[config.mk]
export PLATFORM = sky130hd
export DESIGN_NAME = instr_decode_stage
export DESIGN_NICKNAME = d
export VERILOG_FILES = /design/src/rtl/instr_decode_stage.sv
export SDC_FILE = /design/constraint.sdc
export NUM_CORES = 1
export LEC_CHECK = 0
export CAP_MARGIN = 20
export CORE_MARGIN = 1
export CORE_UTILIZATION = 60
export CTS_BUF_LIST = sky130_fd_sc_hd__clkbuf_8
export DETAILED_ROUTE_END_ITERATION = 16
export DONT_BUFFER_PORTS = 1
export HOLD_SLACK_MARGIN = 0.05
export PLACE_DENSITY_LB_ADDON = 0.2
export SKIP_LAST_GASP = 1
export SLEW_MARGIN = 40
export SYNTH_ARGS = -nofsm -noshare
export SYNTH_HDL_FRONTEND = slang
export SYNTH_SLANG_ARGS = --single-unit
[constraint.sdc]
create_clock -name clk -period 3.6 [get_ports clk]
set_input_delay 0.72 -clock clk [delete_from_list [all_inputs] [get_ports clk]]
set_output_delay 0.72 -clock clk [all_outputs]
set_load 0.1 [all_outputs]
[src/rtl/instr_decode_stage.sv]
// ---------------------------------------------------------------------------
// instr_decode_stage
//
// Registered instruction decode stage with a register scoreboard. Sits
// between fetch and execute. A 32-bit instruction is split into opcode,
// source pair (rs_rt) and write destination (rwd) and held in an output
// register behind a valid/ready handshake. A 32-entry scoreboard tracks
// registers with writes in flight. Issue stalls on read-after-write hazards,
// and also on write-after-write hazards when WAW_CHECK=1.
//
// Handshake semantics (both sides): a transfer happens on a rising edge
// where valid and ready are both 1. The producer keeps its data stable while
// valid=1 and ready=0. Ready may depend combinationally on the data offered.
//
// Parameters:
//   WB_PORTS  - number of write-back clear ports (1..4)
//   CNT_W     - width of the saturating stall-cycle counter
//   WAW_CHECK - 1: also stall when the destination is busy; 0: RAW only
//
// Optional feature macro: DECODE_FLUSH_EN
//   When defined, adds input 'flush'. flush=1 at an edge drops the held
//   instruction, clears the scoreboard and blocks accept. The stall counter
//   is not affected.
//
// Ports:
//   clk, rst         - clock (rising edge), asynchronous active-high reset
//   in_valid/ready   - fetch side handshake, instr_in is the offered word
//   out_valid/ready  - execute side handshake
//   opcode           - instr_out[31:26]
//   rs_rt            - [9:5] source A, [4:0] source B
//   rwd              - destination register, 0 = no write
//   instr_out        - registered instruction word
//   wb_valid/wb_addr - per-port write-back clear, port i at wb_addr[5i+4:5i]
//   busy_vec         - scoreboard, bit r set = write to r pending
//   stall_cnt        - cycles with in_valid=1 and a hazard, saturating
// ---------------------------------------------------------------------------
module instr_decode_stage #(
  parameter int WB_PORTS  = 2,
  parameter int CNT_W     = 16,
  parameter int WAW_CHECK = 1
) (
  input  logic                  clk,
  input  logic                  rst,
`ifdef DECODE_FLUSH_EN
  input  logic                  flush,
`endif
  input  logic                  in_valid,
  output logic                  in_ready,
  input  logic [31:0]           instr_in,
  output logic                  out_valid,
  input  logic                  out_ready,
  output logic [5:0]            opcode,
  output logic [9:0]            rs_rt,
  output logic [4:0]            rwd,
  output logic [31:0]           instr_out,
  input  logic [WB_PORTS-1:0]   wb_valid,
  input  logic [5*WB_PORTS-1:0] wb_addr,
  output logic [31:0]           busy_vec,
  output logic [CNT_W-1:0]      stall_cnt
);

  // Opcode encodings shared with the rest of the pipeline.
  localparam logic [5:0] OP_JUMP = 6'h02;
  localparam logic [5:0] OP_BEQ  = 6'h04;
  localparam logic [5:0] OP_LDW  = 6'h23;
  localparam logic [5:0] OP_SDW  = 6'h2B;

  localparam bit               WAW_EN  = (WAW_CHECK != 0);
  localparam logic [CNT_W-1:0] CNT_MAX = '1;

  // -------------------------------------------------------------------------
  // State registers
  // -------------------------------------------------------------------------
  logic             out_valid_q, out_valid_d;
  logic [5:0]       opcode_q,    opcode_d;
  logic [9:0]       rs_rt_q,     rs_rt_d;
  logic [4:0]       rwd_q,       rwd_d;
  logic [31:0]      instr_q,     instr_d;
  logic [31:0]      busy_q,      busy_d;
  logic [CNT_W-1:0] stall_cnt_q, stall_cnt_d;

  // -------------------------------------------------------------------------
  // Flush source
  // -------------------------------------------------------------------------
  logic flush_w;
`ifdef DECODE_FLUSH_EN
  assign flush_w = flush;
`else
  assign flush_w = 1'b0;
`endif

  // -------------------------------------------------------------------------
  // Field decode on the offered instruction
  // -------------------------------------------------------------------------
  logic [5:0] dec_op;
  logic [4:0] dec_src_a;
  logic [4:0] dec_src_b;
  logic [4:0] dec_dst;

  always_comb begin
    dec_op    = instr_in[31:26];
    dec_src_a = instr_in[20:16];
    dec_src_b = instr_in[15:11];
    dec_dst   = instr_in[25:21];
    unique case (dec_op)
      OP_JUMP: begin
        dec_src_b = 5'd0;
        dec_dst   = 5'd0;
      end
      OP_SDW, OP_BEQ: begin
        dec_src_b = instr_in[25:21];
        dec_dst   = 5'd0;
      end
      OP_LDW: begin
        dec_src_b = instr_in[25:21];
      end
      default: begin
      end
    endcase
  end

  // -------------------------------------------------------------------------
  // Write-back clears and hazard detection
  // -------------------------------------------------------------------------
  // Registers being written back this cycle are treated as already free, so
  // a dependent instruction can issue in the same cycle as the write-back.
  logic [31:0] clr_mask;
  logic [31:0] eff_busy;
  logic        hazard;

  always_comb begin
    clr_mask = '0;
    for (int i = 0; i < WB_PORTS; i++) begin
      if (wb_valid[i]) begin
        clr_mask[wb_addr[5*i +: 5]] = 1'b1;
      end
    end
  end

  // busy_q[0] is never set, so register 0 can never cause a hazard.
  assign eff_busy = busy_q & ~clr_mask;

  assign hazard = eff_busy[dec_src_a] |
                  eff_busy[dec_src_b] |
                  (WAW_EN & eff_busy[dec_dst]);

  // -------------------------------------------------------------------------
  // Handshake
  // -------------------------------------------------------------------------
  logic accept;

  assign in_ready = ~rst & ~flush_w & ~hazard & (~out_valid_q | out_ready);
  assign accept   = in_valid & in_ready;

  // -------------------------------------------------------------------------
  // Next-state logic
  // -------------------------------------------------------------------------
  always_comb begin
    out_valid_d = out_valid_q;
    opcode_d    = opcode_q;
    rs_rt_d     = rs_rt_q;
    rwd_d       = rwd_q;
    instr_d     = instr_q;
    busy_d      = busy_q;
    stall_cnt_d = stall_cnt_q;

    if (flush_w) begin
      out_valid_d = 1'b0;
      busy_d      = '0;
    end else begin
      // Clears first, then the accepted destination, so a register set and
      // cleared in the same cycle ends up busy.
      busy_d = busy_q & ~clr_mask;
      if (accept && (dec_dst != 5'd0)) begin
        busy_d[dec_dst] = 1'b1;
      end
      out_valid_d = accept | (out_valid_q & ~out_ready);
    end
    busy_d[0] = 1'b0;

    if (accept) begin
      opcode_d = dec_op;
      rs_rt_d  = {dec_src_a, dec_src_b};
      rwd_d    = dec_dst;
      instr_d  = instr_in;
    end

    if (in_valid && hazard && (stall_cnt_q != CNT_MAX)) begin
      stall_cnt_d = stall_cnt_q + 1'b1;
    end
  end

  // -------------------------------------------------------------------------
  // Registers
  // -------------------------------------------------------------------------
  always_ff @(posedge clk or posedge rst) begin
    if (rst) begin
      out_valid_q <= 1'b0;
      opcode_q    <= '0;
      rs_rt_q     <= '0;
      rwd_q       <= '0;
      instr_q     <= '0;
      busy_q      <= '0;
      stall_cnt_q <= '0;
    end else begin
      out_valid_q <= out_valid_d;
      opcode_q    <= opcode_d;
      rs_rt_q     <= rs_rt_d;
      rwd_q       <= rwd_d;
      instr_q     <= instr_d;
      busy_q      <= busy_d;
      stall_cnt_q <= stall_cnt_d;
    end
  end

  // -------------------------------------------------------------------------
  // Outputs
  // -------------------------------------------------------------------------
  assign out_valid = out_valid_q;
  assign opcode    = opcode_q;
  assign rs_rt     = rs_rt_q;
  assign rwd       = rwd_q;
  assign instr_out = instr_q;
  assign busy_vec  = busy_q;
  assign stall_cnt = stall_cnt_q;

endmodule

==> results of run 1 <==
## state kept, by name, summed over array words and instances (netlist names)
name       count
rs_rt          9
out_valid      1
stall_cnt     16
opcode         6
busy_vec      31
instr_out     22
rwd            5
## cell usage in the layout (no fill, tap or decap), drive strengths merged, types with 5 or more instances in the layout
cell type and instances:
buf 139, dfrtp 90, o21ai 50, nand2 40, mux2 32, o221ai 31
mux2i 20, nor2 17, inv 15, a21oi 14, nand3 14, xnor2 12
and3 10, nor2b 9, clkbuf 9, nand2b 8, nand4b 8, nand4 8
and2 7, or2 5, o22ai 5, nor3b 5
## final timing paths
check,slack (ps),end,depth (start not counted),startpoint
max in group asynchronous,2660,rs_rt[7]$_DFFE_PP0P_,2,rst
min in group clk,490,rwd[4]$_DFFE_PP0P_,2,instr_in[25]
hold / removal,280,stall_cnt[2]$_DFFE_PP0P_,1,rst
hold reg to reg,600,busy_vec[29]$_DFF_PP0_,2,busy_vec[29]$_DFF_PP0_
setup / recovery,-240,in_ready,9,wb_addr[3]
setup reg to reg,630,opcode[0]$_DFFE_PP0P_,11,busy_vec[30]$_DFF_PP0_
## synth_stat cells (4+ instances only)
library cell / number / area share
a21oi_1: 14 / 0.013
a221oi_1: 4 / 0.0067
a22o_1: 4 / 0.0067
and2_1: 6 / 0.0072
and3_1: 10 / 0.012
and4_1: 4 / 0.0067
buf_2: 5 / 0.0048
buf_4: 13 / 0.019
clkbuf_1: 23 / 0.017
dfrtp_1: 90 / 0.43
inv_1: 12 / 0.0087
mux2_2: 31 / 0.067
mux2i_1: 20 / 0.038
nand2_1: 40 / 0.029
nand2b_1: 8 / 0.0096
nand3_1: 14 / 0.013
nand4_1: 8 / 0.0096
nand4b_1: 8 / 0.013
nor2_1: 17 / 0.012
nor2b_1: 9 / 0.011
nor3b_1: 5 / 0.0072
o21ai_0: 26 / 0.025
o21ai_1: 24 / 0.023
o221ai_1: 28 / 0.047
o22ai_1: 5 / 0.0060
or2_2: 5 / 0.0060
or3_1: 4 / 0.0048
or4bb_1: 4 / 0.0087
xnor2_1: 12 / 0.020
xor2_1: 4 / 0.0067
## timing repair
| action | CTS | global route |
|---|---|---|
| endpoints found under the setup margin | 4 | 46 |
| setup buffers | 2 | 3 |
| pin swaps | 2 | 7 |
| cloned | 0 | 0 |
| endpoints found under the hold margin | 0 | 0 |
| gates resized for setup | 8 | 19 |
## routing by layer
metal  part of all wire  vias up  track usage
li1                   -     2155            -
met1               0.40     2442        0.462
met2               0.50      268        0.631
met3              0.077       41       0.0670
met4              0.029        0        0.138
met5                  0        -            0
## cell type report
type,count,area (µm²),share of cell area
timing repair buffer,139,1110,0.167
sequential,90,2330,0.350
clock inverter,7,47.5,0.00715
multi-input combinational,369,2870,0.431
tap,105,131,0.0197
clock buffer,9,124,0.0186
inverter,12,47.5,0.00715
## power groups by stage
stage                     logic [W]  clock network [W]  registers [W]
after floorplan            0.000901                  0        0.00326
after global placement      0.00146                  0        0.00303
after detailed placement    0.00155                  0        0.00304
after CTS                   0.00156           0.000625        0.00303
after global routing        0.00167           0.000663        0.00308
final                       0.00159           0.000625        0.00305
## cell families (layout without fill, tap and decap cells)
logic type | count (synthesis) | in the layout | share of synthesized area
and+or+nand+nor | 156 | 156 | 0.176
AOI/OAI and AO/OA | 141 | 141 | 0.193
DFF | 90 | 90 | 0.433
buffers and inverters | 55 | 167 | 0.0517
muxes | 54 | 54 | 0.116
xor gates and xnor gates | 16 | 16 | 0.0269
adders and majority gates | 1 | 1 | 0.00240
other | 1 | 1 | 0.000721
## through the flow
stage | TNS [ps] | cells | power, W | cell area [µm²] | setup slack (ps)
6_report | -236 | 731 | 0.00527 | 6650 | -236
4_1_cts | -257 | 728 | 0.00521 | 6510 | -257
2_1_floorplan | -88.5 | 514 | 0.00417 | 5260 | -88.5
5_1_grt | -297 | 731 | 0.00541 | 6650 | -297
3_5_place_dp | -18140 | 710 | 0.00459 | 6280 | -423
3_3_place_gp | -12770 | 708 | 0.00448 | 6210 | -328
## critical path, stage by stage
cell and delay, ps:
or4b_4 580, o221ai_4 260, o22ai_1 130, or3_1 320, and3_1 160, a211o_1 260, nor4_4 230, and4_4 280
buf_12 170
==> summary.txt, run 1 <==
Run status
  • Outcome: finished, violations left
  • Failing checks: negative setup slack

Power and ir drop
  • Leak pwr: 2.87 nW
  • P per Cell Area: approximately 800 mW/mm²
  • Max VDD drop: 0.000810 V
  • Clock power share: 0.119
  • Sequential power share: 0.579
  • Switching Share: 0.612
  • Share of power burned in combinational logic: 0.302
  • Switch Pwr: 0.00323 W
  • P_int: 0.00204 W

STA
  • F_max: 261 MHz
  • Worst Tran Pin Value: 902 ps
  • Hold_ws: 282 ps
  • Final Cycle Share: 1.07
  • Final min period: 3840 ps
  • Final worst setup slack: -236 ps
  • Setup violators final: 1
  • Slew headroom: 0.399
  • Final hold vios: 0
  • Pins Over Slew Limit: 0
  • Clk_skew: ~13 ps
  • RSZ-0062 raised after global routing: yes

Finish
  • N_diodes: 0
  • Fin nets: between 600 and 700
  • # fillers: approximately 520
  • Layout area overhead: 27.9%
  • Final Util: 0.802
  • Fraction of layout cells with a size suffix above 1: 0.412

Die
  • Width of the chip: roughly 95 µm
  • Core Region: approximately 0.0083 mm²
  • Die ar.: slightly above 0.009 mm²
  • Initial core utilization: 0.627
  • Row Count: 33
  • Chip height: 95.1 µm
  • IO Count: 151

Synthesis
  • Post-synthesis sequential area ratio: 0.433
  • Netlist area before placement: ~0.0052 mm²
  • Ys Warns: 0
  • Post-synth top flop: dfrtp_1
  • Post-Synthesis Cells: a little over 500
  • Mean post-synth cell area: between 10 and 15 µm²
  • Seq cells post-synth: 90
  • Async SR Flop Fraction: 1.00
  • Synth Net Count: 563
  • Number of synthesized flops with an enable pin: 0
  • Distinct cells, synth: slightly below 70

CTS
  • CTS Sinks: 90
  • Hold Buf Count CTS: 0
  • TritonCTS clock tree: done
  • CTS H-tree lvls: 3
  • CTS Buf Count: 9
  • Root buffer cell: clkbuf_8
  • Max clock buf depth: 2
  • Clk slew on worst S/H paths: ~90 ps
  • Worst-skew pair later-pin latency: 370 ps

Critical path
  • Crit end category: output pin
  • Nature of the critical path startpoint: input pin
  • Critical Path RT: roughly 2900 ps
  • Type of the worst setup path: in2out
  • Worst-path fanout max: 8
  • Worst EP arrival: 3120 ps

Placement
  • HPWL after DPL: 12.6 mm
  • Final GP Congestion: 1.00
  • IO buf count: 0

Route
  • Routed vias/inst: 6.71
  • Post-route antenna net violation count: 0
  • 1st-pass router iterations: 6
  • Routed WL per cell: 23.3 µm
  • Detailed-route DRC error count: 0
  • Post-Route WL: 17.0 mm
  • Initial DRC count: 350
  • Routed via count: 4906

Global route
  • Initial antenna violation count: 0
  • Global Route Usage Sum: 0.368
  • Vias in the first global route: 4868
  • GRT overflow: 0
  • Global-route wire length before repair: 24.8 mm
  • Largest net degree at the start of global routing: 48

Job
  • Max cap viols: 0

Worst hold path
  • Type of the tightest min-delay check: in2async
Note: power is estimated with default switching activity, not from simulation.
==> run 2, diff against run 1 <==
==> constraint.sdc (replaced) <==
create_clock -name clk -period 4.1 [get_ports clk]
set_input_delay 0.82 -clock clk [delete_from_list [all_inputs] [get_ports clk]]
set_output_delay 0.82 -clock clk [all_outputs]
set_load 0.1 [all_outputs]
==> run 2 against run 1 <==
  * Cell count is 6.8% lower
  * Combinational power is 20% lower
  * Critical path depth stayed put
  * Total power is 13% lower
  * Sequential share of layout area is 2.7 points higher
  * The run now ends clean
  * Global-route usage is 1.8 points lower
  * Via count is 5.9% lower
  * Non-clock buffer count is 50 lower
  * Clock power is 2% lower
  * Die area stayed put
  * Largest power group unchanged
==> summary.txt, run 2 (synthesis gave the netlist of run 1 again) <==
Run status
  • Outcome: finished, final reports clean

Critical path
  • Worst path slowest cell: or4b_4
  • Crit-path cells: or4b_4 > o221ai_4 > o22ai_1 > or3_1 > and3_1 > a211o_1 > nor4_4 > and4_4 > buf_12
  • Worst R2R Start: busy_vec[13]$_DFF_PP0_
  • Beginning of the critical path: wb_addr[2]
  • Worst EP arrival: 3210 ps (+90 ps)
  • Crit end category: output pin
  • Worst path max stage delay: 570 ps (about the same)
  • Critical Path RT: 3280 ps (+400 ps)
  • Type of the worst setup path: in2out
  • Nature of the critical path startpoint: input pin
  • Worst-path fanout max: 8 (unchanged)

Route
  • Routed WL per cell: 22.8 µm (-1.9%)
  • Post-Route WL: 15.5 mm (-8.6%)
  • Detailed-route DRC error count: 0 (unchanged)
  • Routed vias/inst: 6.78 (+1.0%)
  • Routed via count: 4617 (-5.9%)
  • Post-route antenna net violation count: 0 (unchanged)
  • Initial DRC count: 403 (+15%)
  • 1st-pass router iterations: 5 (-1)

Power and ir drop
  • Total power: 0.00460 W (-13%)
  • Switch Pwr: 0.00278 W (-14%)
  • Switching Share: 0.605 (-0.00731)
  • Leak pwr: 2.62 nW (-8.7%)
  • P_int: 0.00182 W (-11%)
  • Sequential power share: 0.591 (+0.012)
  • Share of power burned in combinational logic: 0.276 (-0.026)
  • P per Cell Area: 743 mW/mm² (-6.3%)
  • Max VDD drop: 0.000822 V (+1.4%)
  • Clock power share: 0.134 (+0.015)

STA
  • Pins Over Slew Limit: 0 (unchanged)
  • RSZ-0062 raised after global routing: yes
  • Final min period: 4030 ps
  • Final worst setup slack: 71.7 ps (+308 ps)
  • Slew headroom: 0.402 (+0.00357)
  • F_max: 248 MHz
  • Final hold vios: 0 (unchanged)
  • Setup violators final: 0 (-1)
  • Final Cycle Share: 0.983
  • Clk_skew: 14.1 ps (+1.53 ps)
  • Worst Tran Pin Value: 896 ps (-5.35 ps)

Finish
  • Fraction of layout cells with a size suffix above 1: 0.347 (-0.0649)
  • Multi-input gate area: 0.00275 mm² (-3.9%)
  • N_diodes: 0 (unchanged)
  • Final Util: 0.746 (-0.0558)
  • Most common cell after layout, fill and taps aside: buf_4
  • Layout area overhead: 19.0%
  • Fin area: 0.00619 mm² (-7.0%)
  • Register area: 0.00233 mm² (+0.11%)
  • Fin nets: 620 (-7.5%)
  • # fillers: 596 (+16%)
  • Fin cells: 681 (-6.8%)
  • Most frequent cells in the layout: 83 x buf_4, 50 x dfrtp_1, 40 x nand2_1
  • Max reg flops: 31 (unchanged)

Die
  • IO Count: 151 (unchanged)
  • Die ar.: 0.00905 mm² (unchanged)
  • Width of the chip: 95.1 µm (unchanged)
  • Row Count: 33 (unchanged)
  • Chip height: 95.1 µm (unchanged)
  • Initial core utilization: 0.627 (unchanged)
  • Core Region: 0.00830 mm² (unchanged)

Global route
  • Global Route Usage Sum: 0.350 (-0.0180)
  • GRT overflow: 0 (unchanged)
  • Global-route wire length before repair: 23.8 mm (-4.0%)
  • Vias in the first global route: 4527 (-7.0%)
  • Largest net degree at the start of global routing: 61 (+27%)
  • Initial antenna violation count: 0 (unchanged)

Placement
  • DP Cell Count: 662 (-6.8%)
  • Area after DPL: 0.00587 mm² (-6.4%)
  • IO buf count: 0 (unchanged)
  • Worst slack, placed: -33.2 ps (+390 ps)
  • Final GP Congestion: 1.00 (+0.29%)
  • HPWL after DPL: 11.8 mm (-6.6%)

CTS
  • Clk slew on worst S/H paths: 90 ps (about the same)
  • CTS Sinks: 90 (unchanged)
  • Root buffer cell: clkbuf_8
  • Max clock buf depth: 2 (unchanged)
  • TritonCTS clock tree: done
  • Worst-skew pair later-pin latency: 360 ps (about the same)
  • Hold Buf Count CTS: 0 (unchanged)
  • CTS H-tree lvls: 3 (unchanged)
  • CTS Buf Count: 9 (unchanged)

Worst hold path
  • Type of the tightest min-delay check: in2async

Job
  • Max cap viols: 0 (unchanged)
## run 2: cell count changes in the layout (fill, tap and decap cells not counted), moves of 3 or more
| cell | before | now |
|---|---|---|
| buf_4 | 131 | 83 |
| o221ai_4 | 4 | 1 |
| or4bb_1 | 0 | 3 |
| or4bb_4 | 4 | 1 |
## run 2: final timing paths
check	end	slack [ps]	cells past startpoint
worst max register to register	busy_vec[1]$_DFF_PP0_	1020	12
max in group asynchronous	stall_cnt[14]$_DFFE_PP0P_	2570	2
worst min register to register	busy_vec[22]$_DFF_PP0_	630	2
worst max-delay path	in_ready	70	9
min in group clk	instr_out[6]$_DFFE_PP0P_	590	1
worst min-delay path	opcode[0]$_DFFE_PP0P_	360	1
## run 2: power groups by stage
stage	Combinational (W)	Clock, W	Sequential [W]
4_1_cts	0.00125	0.000626	0.00270
5_1_grt	0.00133	0.000663	0.00274
2_1_floorplan	0.000783	0	0.00287
3_5_place_dp	0.00125	0	0.00272
6_report	0.00127	0.000615	0.00272
3_3_place_gp	0.00118	0	0.00270
## run 2: cell type report
class	count	area share
Clock inverter	6	0.0105
Tap cell	105	0.0212
Timing Repair Buffer	89	0.117
Multi-Input combinational cell	369	0.445
Inverter	12	0.00748
Sequential cell	90	0.376
Clock buffer	10	0.0222
## run 2: metrics by stage
step / hold slack [ps] / setup TNS [ps]
after global routing: 368 / -9.95
final: 356 / 0
after floorplan: 952 / 0
after detailed placement: 626 / -51.0
after CTS: 362 / 0
after global placement: 596 / 0
## run 2: critical path, delay by kind of cell
| family | cells | cell delay [ps] |
|---|---|---|
| compound gates | 3 | 620 |
| buf+inv | 1 | 170 |
| simple gates | 5 | 1590 |
## run 2: routing by layer
metal  vias up  GRT usage  wire, µm
met3        59     0.0965      1410
met5         -          0         0
met1      2223      0.443      6150
met2       277      0.568      7400
met4         0      0.139       584
li1       2058          -         -
## run 2: timing repair
action,in CTS,in global routing
pin swaps,1,4
endpoints found under the setup margin,1,1
buffers inserted,0,3
gates resized for setup,2,11
==> run 3, diff against run 2 <==
--- a/config.mk
+++ b/config.mk
@@ -5,6 +5,7 @@
 export SDC_FILE = /design/constraint.sdc
 export NUM_CORES = 1
 export LEC_CHECK = 0
+export ABC_CLOCK_PERIOD_IN_PS = 4100
 export CAP_MARGIN = 20
 export CORE_MARGIN = 1
 export CORE_UTILIZATION = 60
@@ -13,6 +14,7 @@
 export DONT_BUFFER_PORTS = 1
 export HOLD_SLACK_MARGIN = 0.05
 export PLACE_DENSITY_LB_ADDON = 0.2
+export RECOVER_POWER = 100
 export SKIP_LAST_GASP = 1
 export SLEW_MARGIN = 40
 export SYNTH_ARGS = -nofsm -noshare
==> run 3 against run 2 <==
  * The flow now finishes with violations (max-capacitance violations, max-slew violations)
  * Global-route usage unchanged
  * Flip-flop and latch count unchanged
  * Wire length up 0.24%
  * Critical path depth unchanged
  * Cell count unchanged
  * Setup slack worse by 13 ps
  * First-iteration DRC count down 6.9%
  * Hold slack better by 230 ps
  * Utilization down 3.2 points
  * Clock power about the same
  * Sequential share of layout area up 0.38 points
  * Register-to-register slack worse by 290 ps
  * Critical path type unchanged
  * Critical endpoint unchanged
  * Largest power group unchanged
==> summary.txt, run 3 (synthesis gave the netlist of run 1 again) <==
Run status
  • Outcome: finished, violations left
  • Failing checks: max-capacitance violations, max-slew violations

STA
  • Pins Over Slew Limit: 22 (+22)
  • Hold_ws: 584 ps (+228 ps)
  • Setup violators final: 0 (unchanged)
  • Final min period: 4040 ps (+13.0 ps)
  • Final hold vios: 0 (unchanged)
  • F_max: 247 MHz (-0.32%)
  • Worst Tran Pin Value: 1760 ps (+868 ps)
  • Slew headroom: -0.176 (-0.579)
  • Clk_skew: 14.9 ps (+0.843 ps)
  • RSZ-0062 raised after global routing: yes
  • Final worst setup slack: 58.7 ps (-13.0 ps)
  • Final Cycle Share: 0.986 (+0.00317)

Critical path
  • Nature of the critical path startpoint: input pin
  • Type of the worst setup path: in2out
  • Setup slack, reg-to-reg: 730 ps (-290 ps)
  • Worst-path fanout max: 8 (unchanged)
  • Critical Path RT: 3280 ps (about the same)
  • Worst EP arrival: 3220 ps (about the same)
  • Worst R2R Path Depth: 11 (-1)
  • Crit end category: output pin

Die
  • Chip height: 95.1 µm (unchanged)
  • Initial core utilization: 0.627 (unchanged)
  • Width of the chip: 95.1 µm (unchanged)
  • Core Region: 0.00830 mm² (unchanged)
  • Row Count: 33 (unchanged)
  • IO Count: 151 (unchanged)
  • Die ar.: 0.00905 mm² (unchanged)

CTS
  • TritonCTS clock tree: done
  • Max clock buf depth: 2 (unchanged)
  • Clk slew on worst S/H paths: 90 ps (about the same)
  • CTS Buf Count: 9 (unchanged)
  • CTS Sinks: 90 (unchanged)
  • Root buffer cell: clkbuf_8
  • Worst-skew pair later-pin latency: 360 ps (about the same)
  • CTS H-tree lvls: 3 (unchanged)

Finish
  • Most frequent cells in the layout: 90 x dfrtp_1, 44 x clkbuf_1, 40 x nand2_1
  • Max reg flops: 31 (unchanged)
  • Layout area overhead: 13.9%
  • Most common cell after layout, fill and taps aside: dfrtp_1
  • N_diodes: 0 (unchanged)
  • Fin nets: 620 (unchanged)
  • Fraction of layout cells with a size suffix above 1: 0.201 (-0.146)

Worst hold path
  • Type of the tightest min-delay check: in2reg
  • Hold Path Cell Cnt: 1

Route
  • Routed via count: 4654 (+0.80%)
  • Post-Route WL: 15.6 mm (+0.24%)
  • Detailed-route DRC error count: 0 (unchanged)
  • 1st-pass router iterations: 5 (unchanged)
  • Initial DRC count: 375 (-6.9%)
  • Post-route antenna net violation count: 0 (unchanged)
  • Met3 wire len: 1.49 mm (+6.0%)
  • Routed WL per cell: 22.9 µm (+0.24%)
  • Met2 routed WL: 7.47 mm (+0.96%)
  • Routed vias/inst: 6.83 (+0.80%)
  • WL met1: 6.10 mm (-0.89%)
  • Uppermost layer routed: met4

Placement
  • HPWL after DPL: 11.8 mm (unchanged)
  • Worst slack, placed: -33.2 ps (unchanged)
  • IO buf count: 0 (unchanged)
  • Final GP Congestion: 1.00 (unchanged)

Power and ir drop
  • P per Cell Area: 754 mW/mm² (+1.6%)
  • Max VDD drop: 0.000784 V (-4.6%)
  • Leak pwr: 2.47 nW (-5.5%)

Global route
  • Global-route wire length before repair: 23.8 mm (unchanged)
  • Initial antenna violation count: 0 (unchanged)
  • Largest net degree at the start of global routing: 61 (unchanged)
  • Vias in the first global route: 4527 (unchanged)
  • Global Route Usage Sum: 0.350 (unchanged)
  • GRT overflow: 0 (unchanged)

Job
  • Max cap viols: 11 (+11)
## run 3: changes by cell type in the layout (fill, tap and decap cells not counted), sizes merged
cell,delta
clkinv,-1
buf,-45
clkinvlp,+1
clkbuf,+45
## run 3: path summary, 6_finish.rpt
check	start	to
min in group asynchronous	rst	opcode[0]$_DFFE_PP0P_
hold reg to reg	busy_vec[22]$_DFF_PP0_	busy_vec[22]$_DFF_PP0_
hold / removal	instr_in[6]	instr_out[6]$_DFFE_PP0P_
setup / recovery	wb_addr[2]	in_ready
setup reg to reg	stall_cnt[6]$_DFFE_PP0P_	stall_cnt[14]$_DFFE_PP0P_
max in group asynchronous	rst	busy_vec[24]$_DFF_PP0_
## run 3: where the power goes
| group | switching, W | total (W) | internal [W] |
|---|---|---|---|
| logic | 0.000876 | 0.00120 | 0.000324 |
| registers | 0.00158 | 0.00266 | 0.00107 |
| clock network | 0.000316 | 0.000614 | 0.000298 |
| total | 0.00278 | 0.00447 | 0.00169 |
## run 3: metrics by stage
| stage | power (W) | cell area (µm²) | TNS, ps | instances | utilization |
|---|---|---|---|---|---|
| after CTS | 0.00458 | 6090 | 0 | 678 | 0.733 |
| after global placement | 0.00388 | 5800 | 0 | 660 | 0.698 |
| after floorplan | 0.00365 | 5200 | 0 | 514 | - |
| after detailed placement | 0.00397 | 5870 | -51.0 | 662 | 0.708 |
| final | 0.00447 | 5920 | 0 | 681 | 0.714 |
| after global routing | 0.00461 | 5920 | -8.93 | 681 | 0.714 |
## run 3: per-layer routing
layer,vias up,global-route usage
li1,2066,-
met1,2273,0.443
met2,263,0.568
met3,52,0.0965
met4,0,0.139
met5,-,0
## run 3: layout make-up
type	count	area, µm²
inverter	12	46.3
clock inverter	6	65.1
multi-input combinational	369	2750
sequential	90	2250
timing repair buffer	89	538
clock buffer	10	138
fill	687	2370
tap	105	131
## run 3: worst max-delay path: stages
cell and delay, ps:
or4b_4 570, o221ai_4 210, o22ai_1 110, or3_1 330, and3_1 190, a211o_1 310, nor4_4 240, and4_4 270
buf_12 170
## run 3: what timing repair did
action,in CTS,in global routing
buffers inserted,0,3
pin swaps,1,4
gates resized for setup,2,11
hold buffers,0,0
setup endpoints to repair,1,1
